## src/rtl/sccb_config_sequencer_if.sv

```systemverilog
// SCCB engine bundle: tick/phase, write word and GO out, ACK/END back.
// master = sequencer, slave = write engine.
interface sccb_config_sequencer_if;
  logic        i2c_clk_o;
  logic        i2c_en_o;
  logic [23:0] i2c_data_o;
  logic        i2c_wr_o;
  logic        i2c_go_o;
  logic        i2c_ack_i;
  logic        i2c_end_i;

  modport master (
    output i2c_clk_o,
    output i2c_en_o,
    output i2c_data_o,
    output i2c_wr_o,
    output i2c_go_o,
    input  i2c_ack_i,
    input  i2c_end_i
  );

  modport slave (
    input  i2c_clk_o,
    input  i2c_en_o,
    input  i2c_data_o,
    input  i2c_wr_o,
    input  i2c_go_o,
    output i2c_ack_i,
    output i2c_end_i
  );
endinterface

```

## src/rtl/sccb_config_sequencer.sv

```systemverilog
// Camera register-table sequencer over the single-write SCCB engine.
// Generates the engine tick/SCL phase, retries NACKs, handles ms delays.
module sccb_config_sequencer #(
  parameter int          CLK_DIV      = 500,
  parameter logic [7:0]  LUT_SIZE     = 8'd200,
  parameter logic [7:0]  SLAVE_ID     = 8'h42,
  parameter logic [19:0] PWRUP_CYCLES = 20'd1_000_000,
  parameter logic [16:0] MS_CYCLES    = 17'd100_000,
  parameter int          MAX_RETRY    = 3
) (
  input  logic        iCLK,
  input  logic        iRST_N,
  input  logic        cfg_start_i,
  output logic [7:0]  lut_index_o,
  input  logic [15:0] lut_data_i,
  sccb_config_sequencer_if.master i2c,
  output logic        cfg_busy_o,
  output logic        cfg_done_o,
  output logic        cfg_error_o,
  output logic [7:0]  err_index_o
);

  localparam int DW = $clog2(CLK_DIV);
  localparam int RW = $clog2(MAX_RETRY + 2);
  localparam int CW = 25;

  localparam logic [DW-1:0] DIV_LAST = DW'(CLK_DIV - 1);
  localparam logic [DW-1:0] SCL_RISE = DW'(CLK_DIV / 4);
  localparam logic [DW-1:0] SCL_FALL = DW'((3 * CLK_DIV) / 4);
  localparam logic [RW-1:0] RMAX     = RW'(MAX_RETRY);
  localparam logic [CW-1:0] PWR_LAST = CW'(PWRUP_CYCLES) - CW'(1);

  typedef enum logic [2:0] {
    S_PWRUP,
    S_FETCH,
    S_DELAY,
    S_ISSUE,
    S_GAP,
    S_DONE,
    S_ERROR
  } state_t;

  state_t        state_q, state_d;
  logic [DW-1:0] div_q;
  logic [CW-1:0] cnt_q, cnt_d;
  logic [7:0]    idx_q, idx_d;
  logic [RW-1:0] retry_q, retry_d;
  logic [23:0]   data_q, data_d;
  logic          ack_q, ack_d;
  logic          gap_q, gap_d;
  logic [7:0]    err_q, err_d;
  logic          go;
  logic          tick;

  assign tick = (div_q == DIV_LAST);

  always_ff @(posedge iCLK or negedge iRST_N) begin
    if (!iRST_N) begin
      div_q <= '0;
    end else if (tick) begin
      div_q <= '0;
    end else begin
      div_q <= div_q + DW'(1);
    end
  end

  always_ff @(posedge iCLK or negedge iRST_N) begin
    if (!iRST_N) begin
      state_q <= S_PWRUP;
      cnt_q   <= '0;
      idx_q   <= '0;
      retry_q <= '0;
      data_q  <= '0;
      ack_q   <= 1'b0;
      gap_q   <= 1'b0;
      err_q   <= '0;
    end else begin
      state_q <= state_d;
      cnt_q   <= cnt_d;
      idx_q   <= idx_d;
      retry_q <= retry_d;
      data_q  <= data_d;
      ack_q   <= ack_d;
      gap_q   <= gap_d;
      err_q   <= err_d;
    end
  end

  always_comb begin
    state_d = state_q;
    cnt_d   = cnt_q;
    idx_d   = idx_q;
    retry_d = retry_q;
    data_d  = data_q;
    ack_d   = ack_q;
    gap_d   = gap_q;
    err_d   = err_q;
    go      = 1'b0;
    unique case (state_q)
      S_PWRUP: begin
        if (cnt_q == PWR_LAST) begin
          cnt_d   = '0;
          idx_d   = '0;
          state_d = S_FETCH;
        end else begin
          cnt_d = cnt_q + CW'(1);
        end
      end
      S_FETCH: begin
        if (idx_q == LUT_SIZE) begin
          state_d = S_DONE;
        end else if (lut_data_i[15:8] == 8'hFF) begin
          cnt_d   = CW'(lut_data_i[7:0]) * CW'(MS_CYCLES);
          state_d = S_DELAY;
        end else begin
          data_d  = {SLAVE_ID, lut_data_i};
          state_d = S_ISSUE;
        end
      end
      S_DELAY: begin
        if (cnt_q == '0) begin
          idx_d   = idx_q + 8'd1;
          state_d = S_FETCH;
        end else begin
          cnt_d = cnt_q - CW'(1);
        end
      end
      S_ISSUE: begin
        go = 1'b1;
        if (i2c.i2c_end_i) begin
          ack_d   = i2c.i2c_ack_i;
          gap_d   = 1'b0;
          state_d = S_GAP;
        end
      end
      S_GAP: begin
        // two full ticks with GO low let the engine drop END
        if (tick) begin
          if (!gap_q) begin
            gap_d = 1'b1;
          end else if (!ack_q) begin
            retry_d = '0;
            idx_d   = idx_q + 8'd1;
            state_d = S_FETCH;
          end else if (retry_q < RMAX) begin
            retry_d = retry_q + RW'(1);
            state_d = S_FETCH;
          end else begin
            err_d   = idx_q;
            state_d = S_ERROR;
          end
        end
      end
      S_DONE, S_ERROR: begin
        if (cfg_start_i) begin
          retry_d = '0;
          idx_d   = '0;
          state_d = S_FETCH;
        end
      end
      default: state_d = S_PWRUP;
    endcase
  end

  assign i2c.i2c_clk_o  = (div_q >= SCL_RISE) && (div_q < SCL_FALL);
  assign i2c.i2c_en_o   = tick;
  assign i2c.i2c_data_o = data_q;
  assign i2c.i2c_wr_o   = 1'b1;
  assign i2c.i2c_go_o   = go;

  assign lut_index_o = idx_q;
  assign cfg_busy_o  = (state_q != S_DONE) && (state_q != S_ERROR);
  assign cfg_done_o  = (state_q == S_DONE);
  assign cfg_error_o = (state_q == S_ERROR);
  assign err_index_o = err_q;

endmodule
```

## src/flat_wrapper.sv

```systemverilog
// flat-port wrapper written by rule: the top's interface ports become plain ports
module sccb_config_sequencer_flat 
#(
  parameter int          CLK_DIV      = 500,
  parameter logic [7:0]  LUT_SIZE     = 8'd200,
  parameter logic [7:0]  SLAVE_ID     = 8'h42,
  parameter logic [19:0] PWRUP_CYCLES = 20'd1_000_000,
  parameter logic [16:0] MS_CYCLES    = 17'd100_000,
  parameter int          MAX_RETRY    = 3
)
  (iCLK, iRST_N, cfg_start_i, lut_index_o, lut_data_i, cfg_busy_o, cfg_done_o, cfg_error_o, err_index_o, i2c_i2c_clk_o, i2c_i2c_en_o, i2c_i2c_data_o, i2c_i2c_wr_o, i2c_i2c_go_o, i2c_i2c_ack_i, i2c_i2c_end_i);
  sccb_config_sequencer_if i2c_i ();
  input  logic iCLK;
  input  logic iRST_N;
  input  logic cfg_start_i;
  output logic [7:0] lut_index_o;
  input  logic [15:0] lut_data_i;
  output logic cfg_busy_o;
  output logic cfg_done_o;
  output logic cfg_error_o;
  output logic [7:0] err_index_o;
  output wire logic [$bits(i2c_i.i2c_clk_o)-1:0] i2c_i2c_clk_o;
  output wire logic [$bits(i2c_i.i2c_en_o)-1:0] i2c_i2c_en_o;
  output wire logic [$bits(i2c_i.i2c_data_o)-1:0] i2c_i2c_data_o;
  output wire logic [$bits(i2c_i.i2c_wr_o)-1:0] i2c_i2c_wr_o;
  output wire logic [$bits(i2c_i.i2c_go_o)-1:0] i2c_i2c_go_o;
  input wire logic [$bits(i2c_i.i2c_ack_i)-1:0] i2c_i2c_ack_i;
  input wire logic [$bits(i2c_i.i2c_end_i)-1:0] i2c_i2c_end_i;
  assign i2c_i2c_clk_o = i2c_i.i2c_clk_o;
  assign i2c_i2c_en_o = i2c_i.i2c_en_o;
  assign i2c_i2c_data_o = i2c_i.i2c_data_o;
  assign i2c_i2c_wr_o = i2c_i.i2c_wr_o;
  assign i2c_i2c_go_o = i2c_i.i2c_go_o;
  assign i2c_i.i2c_ack_i = i2c_i2c_ack_i;
  assign i2c_i.i2c_end_i = i2c_i2c_end_i;
  sccb_config_sequencer #(.CLK_DIV(CLK_DIV), .LUT_SIZE(LUT_SIZE), .SLAVE_ID(SLAVE_ID), .PWRUP_CYCLES(PWRUP_CYCLES), .MS_CYCLES(MS_CYCLES), .MAX_RETRY(MAX_RETRY)) u_core (.iCLK(iCLK), .iRST_N(iRST_N), .cfg_start_i(cfg_start_i), .lut_index_o(lut_index_o), .lut_data_i(lut_data_i), .i2c(i2c_i), .cfg_busy_o(cfg_busy_o), .cfg_done_o(cfg_done_o), .cfg_error_o(cfg_error_o), .err_index_o(err_index_o));
endmodule
```

## config.mk

```make
export PLATFORM = sky130hd
export DESIGN_NAME = sccb_config_sequencer_flat
export DESIGN_NICKNAME = d
export VERILOG_FILES = /design/src/rtl/sccb_config_sequencer_if.sv /design/src/rtl/sccb_config_sequencer.sv /design/src/flat_wrapper.sv
export SDC_FILE = /design/constraint.sdc
export NUM_CORES = 1
export LEC_CHECK = 0
export ABC_CLOCK_PERIOD_IN_PS = 5300
export CAP_MARGIN = 20
export CORE_MARGIN = 3
export CORE_UTILIZATION = 55
export CTS_BUF_LIST = sky130_fd_sc_hd__clkbuf_4
export CTS_CLUSTER_DIAMETER = 120
export DETAILED_ROUTE_END_ITERATION = 16
export HOLD_SLACK_MARGIN = 0.1
export PLACE_DENSITY = 0.78
export SYNTH_ARGS = -nofsm -noshare
export SYNTH_HDL_FRONTEND = slang
export SYNTH_SLANG_ARGS = --single-unit
```

## constraint.sdc

```tcl
create_clock -name iCLK -period 5.3 [get_ports iCLK]
set_clock_uncertainty 0.15 [all_clocks]
set_input_delay 0.53 -clock iCLK [delete_from_list [all_inputs] [get_ports iCLK]]
set_output_delay 0.53 -clock iCLK [all_outputs]
set_load 0.02 [all_outputs]
```

# Word level (Yosys, flattened, before mapping)

Index checks and enable logic that the tools add are counted.

Memories: 0
Input port bits: 21
ROM bits: 0
Bits in writable memories: 0
Output and inout port bits: 47
Bits in latches: 0
Bits in registers: 75

Multiply operators: 1
Reduce and logical (&&, ||, !) cells: 17
$add $sub $neg: 5
$lt $le $gt $ge: 3
Divide/modulo/power cells: 0
Shift-type cells: 0
Equal/unequal tests: 23
Bitwise operators: 3
Muxes and demuxes: 34

Operators by type and width:

| kind                  | number |
|---|---|
| $mux 25               | 4 |
| $pmux 25 s3           | 1 |
| $mux 8                | 6 |
| $mux 3                | 14 |
| $pmux 8 s4            | 1 |
| $add 25x1->25 const B | 1 |
| $eq 25x20->1 const B  | 1 |
| $logic_not 25->1      | 1 |
| $sub 25x1->25 const B | 1 |
| $mul 8x12->20 const B | 1 |
| $pmux 3 s6            | 1 |
| $eq 8x8->1 const B    | 2 |
| $ne 2x2->1 const B    | 6 |
| $reduce_and 5->1      | 2 |
| $add 9x1->9 const B   | 1 |
| $eq 3x3->1 const B    | 3 |
| $eq 9x9->1 const B    | 1 |
| $ge 9x7->1 const B    | 1 |
| $lt 9x9->1 const B    | 1 |
| $mux 9                | 1 |
| $ne 3x3->1 const B    | 3 |
| $add 8x1->8 const B   | 1 |
| $ne 2x1->1 const B    | 4 |
| $reduce_and 7->1      | 1 |
| other kinds (18)      | 27 |

# Depth between registers and ports, before layout

Depth in word-level cells: 6
Mapped depth: 14
Depth with buffers taken out: 13

# Worst setup path after synthesis

No wires, ideal clock.

Path type: input port to flip-flop
From: input port lut_data_i[2]
To: register u_core.cnt_q[23]
Stages: 13
Buffers on the path: 0
Required time: 5.022 ns
Library setup time: 0.128 ns
Slack: 1.367 ns
Data arrival time: 3.655 ns
Path through: ha_1 ha_1 inv_1 fa_1 inv_1 fa_1 ha_1 a21o_1 a221oi_1 a221oi_1 a211o_1 nand3_1 nand3_1

Longest elaborated chain between the ends: 4

Ends and longest elaborated chain:

| item                 | line                         | RTL |
|---|---|---|
| start, declared      | flat_wrapper.sv:17           | `input logic [15:0] lut_data_i;` |
| $mul 8x12->20        | sccb_config_sequencer.sv:113 | `cnt_d = CW'(lut_data_i[7:0]) * CW'(MS_CYCLES);` |
| $mux 25              | sccb_config_sequencer.sv:112 | `end else if (lut_data_i[15:8] == 8'hFF) begin` |
| $mux 25              | sccb_config_sequencer.sv:110 | `if (idx_q == LUT_SIZE) begin` |
| $pmux 25 s3          | sccb_config_sequencer.sv:99  | `unique case (state_q)` |
| end signal, assigned | sccb_config_sequencer.sv:79  | `cnt_q <= cnt_d;` |
| end, declared        | sccb_config_sequencer.sv:45  | `logic [CW-1:0] cnt_q, cnt_d;` |

Every way passes these cells. The select of a mux whose other input is x is not followed.
A chain may end at the register's enable or synchronous reset.

# Worst setup path in the final report

From: input port lut_data_i[4]
To: register u_core.cnt_q[14]

The elaborated chain is that of the path after synthesis.

==> flow_summary_export.csv <==
group,metric,value,unit
clock_tree,cts_hold_buf,0,
synth,synthTopCellsByCount,"dfrtp_1, ha_1, o21ai_0, nand2_1, a21oi_1",
synth,ys.flop_type,"dfrtp_1",
clock_tree,post_cts_buffers,0,
floorplanning,pin_count,68,
placed_design,pre_cts_ws,0.578,ns
grt,grt_pass1_vias,5631,
grt,use_met2,41.2,%
synth,synthArstFlopShare,100,%
synth,seq_area_frac_synth,29.6,%
final_layout,register_area,1880,sq um
clock_tree,root_buffer,"clkbuf_4",
clock_tree,htreeDepth,3,
drt,postRouteAntennaNets,0,
sta,tns,0,ns
clock_tree,cts_tree,"yes",
grt,track_usage,26.6,%
synth,synthTopCellsByArea,"dfrtp_1, ha_1, o21ai_0",
sta,maxSlewHeadroom,28.8,%
sta,max_freq,0.236,GHz
floorplanning,core,11100,sq um
final_layout,nets,835,
final_layout,drive_gt1_share,9.52,%
drt,drt-vias-per-instance,6.67,
grt,met3_usage,5.78,%
sta,post-route-min-period,4.24,ns
sta,worst_slack,1.06,ns
final_layout,n_antenna_cell,0,
synth,synth.most_common_cell,"dfrtp_1",
clock_tree,clk_pin_slew_worst_paths,0.14,ns
final_layout,multi_input_area,4150,sq um
final_layout,area_growth,11.5,%
placed_design,portBuffers,60,
setup_path,cp_data_arrival_time,4.43,ns
power,p_per_area,199,nW/um^2
final_layout,stdcell_count,886,
drt,drt_pass1_iterations,5,
drt,drcViolationCount,0,
grt,grt_max_degree,76,
grt,globalRouteMet1Util,37.4,%
setup_path,ff2ff_path_depth,6,
synth,yosysTopAreaCellShare,29.6,%
final_layout,post-route-util,63.9,%
sta,max_slew.worst_pin.slew,1.06,ns
sta,rsz0062_at_grt,"false",
clock_tree,cts.path.max_buffers,2,
synth,ys_ff_latch,75,
clock_tree,worst_skew_pair.late_latency,0.46,ns
drt,routed_wl,17100,um
placed_design,place_inst,870,
grt,overflow,0,
floorplanning,rows,38,
clock_tree,clock_sinks,75,
clock_tree,cts_buffers,9,
floorplanning,die_height,113,um
setup_path,r2r_start,"u_core.lut_index_o[4]$_DFFE_PN0P_",
grt,grt_first_pass_wirelength,28000,um
synth,synth_cells,713,
synth,yosysWarnings,0,
sta,slew_viol_final,0,
sta,period_share,80.1,%
setup_path,cp.required,5.49,ns
drt,drt-wirelength-per-cell,19.2,um
synth,synth.distinct_cells,77,
setup_path,worstSetupStartpointType,"primary input",
synth,synth_top_area_cell,"dfrtp_1",
synth,synth_edf_count,0,
sta,hold_violations,0,
sta,setup_violations,0,
drt,drt_iter0_markers,623,
grt,antenna_found_initial,0,
run,drv_cap,0,
setup_path,cp_max_fo,5,
setup_path,worstSetupPathType,"primary input to flop",
clock_tree,cts_resized,0,
power,cellLeakagePower,3.07,nW
final_layout,fill_cells,955,
drt,num_vias,5908,
status,status,"finished, final reports clean",
placed_design,dp_hpwl,12400,um
synth,syn-cell-area,6350,sq um
floorplanning,initial_core_util,57.3,%
setup_path,startpoint,"lut_data_i[4]",
placed_design,gp_congestion,0.980,
floorplanning,die_area,12900,sq um
synth,synth_area_per_cell,8.91,sq um
setup_path,end_kind,"flop",
power,peakVddDrop,0.164,mV
worst_hold_path,hold_path_class,"primary input to async pin",
floorplanning,fp.dieW,113,um
grt,top_usage_layer,"met2",
[sequential cells by signal (all words and copies together) (netlist names)]
register               cells
u_core.state_q             3
u_core.ack_q               1
u_core.retry_q             3
u_core.gap_q               1
u_core.div_q               9
u_core.i2c.i2c_data_o     17
u_core.err_index_o         8
u_core.cnt_q              25
u_core.lut_index_o         8
[metal layers]
| layer | up-vias | part of all wire (%) | routed length (um) |
|---|---|---|---|
| met5 | - | 0 | 0 |
| met4 | 0 | 1.8 | 305 |
| met3 | 30 | 9.1 | 1560 |
| met2 | 317 | 46 | 7800 |
| met1 | 2828 | 43 | 7390 |
| li1 | 2733 | - | - |
[per-stage QoR]
step | total power, mW | cell area, sq um | hold WS, ns
final | 1.41 | 7080 | 0.0335
after global routing | 1.49 | 7080 | 0.112
after CTS | 1.41 | 7080 | 0.100
after detailed placement | 1.03 | 6940 | 0.322
after global placement | 1.02 | 6930 | 0.318
after floorplan | 0.911 | 6370 | 0.0844
[kinds of logic after synthesis]
family / synth area share, %
compound gates: 20.8
xor+xnor: 2.48
fa+ha+maj: 15.8
buf+inv: 5.64
flops: 29.6
mux: 5.22
other cells: 0.118
simple gates: 20.4
[layout make-up]
cell class,instances,share of cell area (%)
well taps,140,2.47
flip-flops and latches,75,26.5
clock buffers,10,1.06
repair buffers,65,9.03
multi-input cells,563,58.6
clock inverters,6,0.919
inverters,27,1.43
[cells in the final DEF, fill, tap and decap left out, drive strengths merged, types with 7 or more instances in the layout]
master | synthesis | final
a21o | 7 | 7
a21oi | 42 | 42
a31oi | 12 | 12
and3 | 14 | 14
clkbuf | 33 | 10
clkdlybuf4s50 | 0 | 59
conb | 2 | 7
dfrtp | 75 | 75
fa | 12 | 12
ha | 61 | 61
inv | 27 | 28
mux2 | 25 | 25
nand2 | 47 | 47
nand3 | 33 | 33
nand4 | 16 | 16
nor2 | 37 | 37
nor3 | 25 | 25
nor4 | 11 | 11
o211ai | 15 | 15
o21ai | 57 | 57
o31ai | 13 | 13
or2 | 8 | 8
or3 | 8 | 8
xnor2 | 9 | 9
xor2 | 9 | 9
[critical path, stage by stage]
cell             delay [ns]
clkdlybuf4s50_1        0.57
ha_1                   0.29
ha_1                   0.28
inv_1                  0.05
fa_1                   0.50
inv_1                  0.05
fa_1                   0.47
ha_1                   0.36
o211ai_1               0.12
o21ai_0                0.42
xnor2_1                0.18
nor2_1                 0.07
a2111oi_0              0.37
o21ai_0                0.15
[path summary, 6_finish.rpt]
check	to	slack, ns
hold reg to reg	u_core.err_index_o[2]$_DFFE_PN0P_	0.35
max in group asynchronous	u_core.cnt_q[11]$_DFFE_PN0P_	4.30
setup reg to reg	u_core.cnt_q[20]$_DFFE_PN0P_	2.01
min in group iCLK	u_core.err_index_o[2]$_DFFE_PN0P_	0.35
hold / removal	u_core.cnt_q[16]$_DFFE_PN0P_	0.03
setup / recovery	u_core.cnt_q[14]$_DFFE_PN0P_	1.06
[where the power goes]
| group | total, mW | internal (mW) | switching [mW] |
|---|---|---|---|
| Sequential | 0.572 | 0.572 | 0 |
| Clock | 0.377 | 0.150 | 0.227 |
| Combinational | 0.461 | 0.186 | 0.275 |
Note: power is estimated with default switching activity, not from simulation.
